===== config.mk =====
export PLATFORM = sky130hd
export DESIGN_NAME = mix_columns
export DESIGN_NICKNAME = d
export VERILOG_FILES = /design/src/rtl/mix_columns.sv
export SDC_FILE = /design/constraint.sdc
export NUM_CORES = 1
export LEC_CHECK = 0
export CORE_ASPECT_RATIO = 0.8
export CORE_UTILIZATION = 56
export DETAILED_ROUTE_END_ITERATION = 7
export GPL_ROUTABILITY_DRIVEN = 0
export PLACE_DENSITY = 0.82
export SETUP_SLACK_MARGIN = 0.05
export SLEW_MARGIN = 20
export SYNTH_ARGS = -nofsm -noshare
export SYNTH_HDL_FRONTEND = slang
export SYNTH_SLANG_ARGS = --single-unit

===== constraint.sdc =====
create_clock -name clk -period 4.7 [get_ports clk]
set_input_delay 1.41 -clock clk [delete_from_list [all_inputs] [get_ports clk]]
set_output_delay 1.41 -clock clk [all_outputs]
set_load 0.005 [all_outputs]

===== src/rtl/mix_columns.sv =====
// mix_columns: AES MixColumns / InvMixColumns, one column per cycle, 4-cycle latency.
// Results from columns 0..2 accumulate in a shift register; column 3 completes the word.
module mix_columns (
    input  logic         clk,
    input  logic         g_rst,
    input  logic         enable,
    input  logic         inv,
    input  logic [127:0] data_in,
    output logic [127:0] data_mixed,
    output logic         busy,
    output logic         done
);
    typedef enum logic {IDLE, RUN} state_t;

    state_t       state_q, state_d;
    logic [1:0]   col_q, col_d;
    logic [127:0] data_q, data_d;
    logic         inv_q, inv_d;
    logic [95:0]  res_q, res_d;
    logic [127:0] out_q, out_d;
    logic         done_q, done_d;
    logic [31:0]  mixed;

    function automatic logic [7:0] xt(input logic [7:0] b);
        return {b[6:0], 1'b0} ^ (b[7] ? 8'h1b : 8'h00);
    endfunction

    // Multiply by a 4-bit constant using the xtime chain 2, 4, 8.
    function automatic logic [7:0] gmul(input logic [7:0] a, input logic [3:0] k);
        logic [7:0] x2, x4, x8;
        x2 = xt(a);
        x4 = xt(x2);
        x8 = xt(x4);
        return (k[0] ? a : 8'h00) ^ (k[1] ? x2 : 8'h00) ^ (k[2] ? x4 : 8'h00) ^ (k[3] ? x8 : 8'h00);
    endfunction

    function automatic logic [31:0] mix(input logic [31:0] c, input logic m);
        logic [7:0] a [4];
        logic [7:0] o [4];
        for (int i = 0; i < 4; i++) a[i] = c[31-8*i -: 8];
        for (int r = 0; r < 4; r++)
            o[r] = m ? gmul(a[r], 4'he) ^ gmul(a[(r+1)%4], 4'hb) ^ gmul(a[(r+2)%4], 4'hd) ^ gmul(a[(r+3)%4], 4'h9)
                     : gmul(a[r], 4'h2) ^ gmul(a[(r+1)%4], 4'h3) ^ a[(r+2)%4] ^ a[(r+3)%4];
        return {o[0], o[1], o[2], o[3]};
    endfunction

    assign mixed = mix(data_q[127:96], inv_q);

    always_comb begin
        state_d = state_q;
        col_d   = col_q;
        data_d  = data_q;
        inv_d   = inv_q;
        res_d   = res_q;
        out_d   = out_q;
        done_d  = 1'b0;
        if (state_q == IDLE) begin
            if (enable) begin
                data_d  = data_in;
                inv_d   = inv;
                col_d   = 2'd0;
                state_d = RUN;
            end
        end else begin
            data_d = data_q << 32;
            res_d  = {res_q[63:0], mixed};
            col_d  = col_q + 2'd1;
            if (col_q == 2'd3) begin
                out_d   = {res_q, mixed};
                done_d  = 1'b1;
                state_d = IDLE;
            end
        end
    end

    always_ff @(posedge clk) begin
        if (g_rst) begin
            state_q <= IDLE;
            col_q   <= 2'd0;
            data_q  <= '0;
            inv_q   <= 1'b0;
            res_q   <= '0;
            out_q   <= '0;
            done_q  <= 1'b0;
        end else begin
            state_q <= state_d;
            col_q   <= col_d;
            data_q  <= data_d;
            inv_q   <= inv_d;
            res_q   <= res_d;
            out_q   <= out_d;
            done_q  <= done_d;
        end
    end

    assign data_mixed = out_q;
    assign busy       = (state_q == RUN);
    assign done       = done_q;
endmodule


-- Word level (Yosys, flattened, before mapping)
Cells that the tools add are included.
- flip-flop bits (word level): 357
- latch bits: 0
- bits in writable memories: 0
- memories kept: 0
- output and inout bits: 130
- input bits: 132
- word-level logic and storage cells: 104
- ROM bits: 0
- equality and inequality tests: 1
- order comparisons: 0
- shift operators: 0
- reduce and logical (&&, ||, !) cells: 5
- multiply operators: 0
- div/mod/pow operators: 0
- add/sub/neg operators: 1
- mux-type cells: 24
- bitwise operators: 65
- operators by type and width (kind ; count):
    $xor 8x8->8 ; 56
    $mux 128 ; 2
    $xor 8x5->8 ; 8
    $mux 5 ; 12
    $mux 8 ; 4
    $mux 1 ; 4
    $mux 2 ; 2
    $reduce_and 2->1 ; 2
    $reduce_or 2->1 ; 2
    $add 2x1->2 const B ; 1
    $eq 2x2->1 const B ; 1
    $reduce_bool 2->1 ; 1
    $not 1->1 ; 1

-- Logic depth before layout (Yosys ltp)
- depth after elaboration: 11
- depth in mapped cells: 9
- mapped depth without buffers: 8

-- Worst setup path before layout
No wires, ideal clock.
- kind: input -> register
- start point: input port enable
- end point: register data_q[120]
- data arrival time: 2.789 ns
- buffers on the path: 3
- setup slack: 1.783 ns
- stages: 7
- setup time: 0.128 ns
- path through: clkbuf_1 > clkbuf_1 > buf_1 > mux2i_1 > nor2_1 > a21oi_1 > nor2_1
- cells in the longest elaborated chain, start to end: 1
- RTL lines (item ; RTL line ; text):
    from (decl) ; 6 ; input logic enable,
    $reduce_bool 2->1 (no source line) ; -- ;
    to (signal assigned) ; 88 ; data_q <= data_d;
    to (decl) ; 17 ; logic [127:0] data_q, data_d;
Every way passes these cells.
A chain may end at the register's enable or synchronous reset.

-- Final worst setup path
- start point: register state_q (netlist: busy)
- end point: output port busy
- RTL lines (item ; RTL line ; text):
    from (decl) ; 15 ; state_t state_q, state_d;
    from (signal assigned) ; 86 ; state_q <= state_d;
    to (decl) ; 10 ; output logic busy,
No word-level cell between the ends.

==> impl_metrics.tcl <==
set metrics [dict create \
    status "finished, final reports clean" \
    crit_chain "clkdlybuf4s50_1" \
    most-common-layout-cells "356 x dfxtp_1, 337 x nor2_1, 259 x clkdlybuf4s50_1" \
    timing.rr.start "data_q[127]" \
    synth_warnings 0 \
    met3_usage_pct 8.13 \
    layout_commonest_cell "dfxtp_1" \
    antenna_left 0 \
    fmax_mhz 320 \
    syn_to_final_growth_pct 24.2 \
    async_flop_share_pct 0 \
    die_h_um 151 \
    vias 11700 \
    first_global_vias 11200 \
    worst_ep_arrival_time_ns 1.71 \
    synth_area_mm2 0.0156 \
    grt_antenna_before_repair 1 \
    drcViolationCount 0 \
    drt-initial-drc-count 992 \
    critical_path_cell_count 1 \
    min_path_type "reg -> reg" \
    cts_tree "yes" \
    num_rows 54 \
    drive_above_1_share_pct 4.90 \
    via_per_inst 5.47 \
    path_delay_family "flip-flops" \
    rr_worst_depth 6 \
    timing.rr.end "res_q[12]" \
    grt_pass1_wl_um 60600 \
    use_met2_pct 43.1 \
    cts_hold_buf 0 \
    dp_cells 2074 \
    grt_overflow 0 \
    start_kind "flip-flop" \
    slew_headroom_pct 27.8 \
    cts.path.max_buffers 3 \
    path_buf_inv 1 \
    design_area_mm2 0.0194 \
    total_power_mw 7.63 \
    met1_usage_pct 35.3 \
    setup_viol 0 \
    slowest_delay_ns 0.61 \
    worstSetupEndpointType "primary output" \
    coreArea_mm2 0.0274 \
    tightest_slew_ns 1.08 \
    dp_hpwl_um 27000 \
    insertion_delay_ns 0.52 \
    io_pins 262 \
    cts_resized 0 \
    synth-seq-cells 357 \
    die-area_mm2 0.0286 \
    drv_cap 0 \
    p_per_area_mw_per_mm2 393 \
    cts_buffers 36 \
    ir_drop_mv 0.301 \
    p_leak_nw 7.83 \
    final_cells 2139 \
    syn_nets 1710 \
    grt_max_degree 190 \
    r2r_slack_ns 1.81 \
    initial_utilization_pct 57.1 \
    postLayoutCoreUtil_pct 70.9 \
    clock_skew_ns 0.0157 \
    wire_per_inst_um 18.4 \
    fillers 2000 \
    worstHoldStart "data_mixed[22]" \
    die_width_um 189 \
    drt_pass1_iterations 5 \
    yosysUniqueCellTypes 41 \
    cp_data_required_time_ns 3.29 \
    worst_hold_path.num_cells 2 \
    min_period_ns 3.12 \
    dpl_cell_area_mm2 0.0182 \
    cts_root_buffer "clkbuf_16" \
    hold_viol 0 \
    rsz0062_at_grt "false" \
    busiest_layer "met2" \
    post-cts-setup-buffer-count 0 \
    io_buffers 261 \
    htree_levels 2 \
    clk_pin_slew_ns 0.07 \
    seq_area_frac_synth_pct 45.8 \
    timing.final.ws_setup_ns 1.58 \
    critPathMaxFanout 31 \
    avgSynthCellArea_um2 9.90 \
    synth_edf_count 0 \
    place_ws_ns 1.26 \
    cts_sinks 357 \
    synth-main-ff-cell "dfxtp_1" \
    cpMaxStageDelayCell "dfxtp_4" \
    drt-total-wl_um 39300 \
    grt_use_total_pct 26.9 \
    slew_viol_final 0 \
    layout.nets 1881 \
    syn_inst 1577 \
    tns_ns 0 \
    finalCritPeriodShare_pct 66.4 \
    hold_end "data_mixed[22]" \
    worstSetupPathType "reg -> out" \
    whs_ns 0.455 \
]
[layer usage]
layer / vias up / share of wire [%]
met3: 64 / 9.1
met5: - / 0
li1: 5682 / -
met4: 0 / 2.3
met1: 5575 / 43
met2: 380 / 45
[cells in the mapped netlist (9+ instances only)]
library cell,instances,share of area [%]
buf_2,9,0.29
mux2i_1,200,13
a211oi_1,25,1.2
xor2_1,40,2.2
a21oi_1,106,3.4
o21ai_0,28,0.90
buf_1,19,0.46
clkbuf_1,100,2.4
nand2_1,41,0.99
nor2_1,337,8.1
xor3_1,9,1.4
xnor2_1,132,7.4
a22o_1,99,5.6
dfxtp_1,357,46
xnor3_1,26,3.7
[power by group]
group | internal [mW] | switching (mW)
Clock | 1.65 | 1.17
Combinational | 0.771 | 0.745
Sequential | 3.14 | 0.143
[logic make-up after synthesis]
kind of cell             count (synthesis)  share of synthesized area, %
multiplexers                           200                          12.8
buffers and inverters                  142                          3.82
XOR/XNOR                               218                          16.3
flip-flops                             357                          45.8
AND/OR/NAND/NOR                        391                          9.58
adder cells (fa/ha/maj)                  1                        0.0801
AO/OA/AOI/OAI                          268                          11.6
[cell type report]
type                       count  area (um2)  share of cell area (%)
antenna                        1        2.50                  0.0129
multi-input combinational   1078        7890                    40.6
sequential                   357        7150                    36.9
tap                          364         455                    2.35
clock buffer                  50         993                    5.12
timing repair buffer         272        2740                    14.1
inverter                       3        12.5                  0.0645
clock inverter                14         165                   0.851
[registers in the layout, indices dropped and copies added, names as in the netlist]
register,count
busy,1
col_q,2
data_mixed,128
data_q,128
done,1
inv_q,1
res_q,96
[how the worst max path moves through the flow]
stage,start,to,slack [ns]
finish,busy,busy,1.58
global route,busy,busy,1.50
CTS,busy,busy,1.57
detailed placement,g_rst,data_mixed[123],1.26
global placement,g_rst,data_mixed[92],1.33
floorplan,enable,data_q[120],1.78
Power figures use the tool's default switching activity.
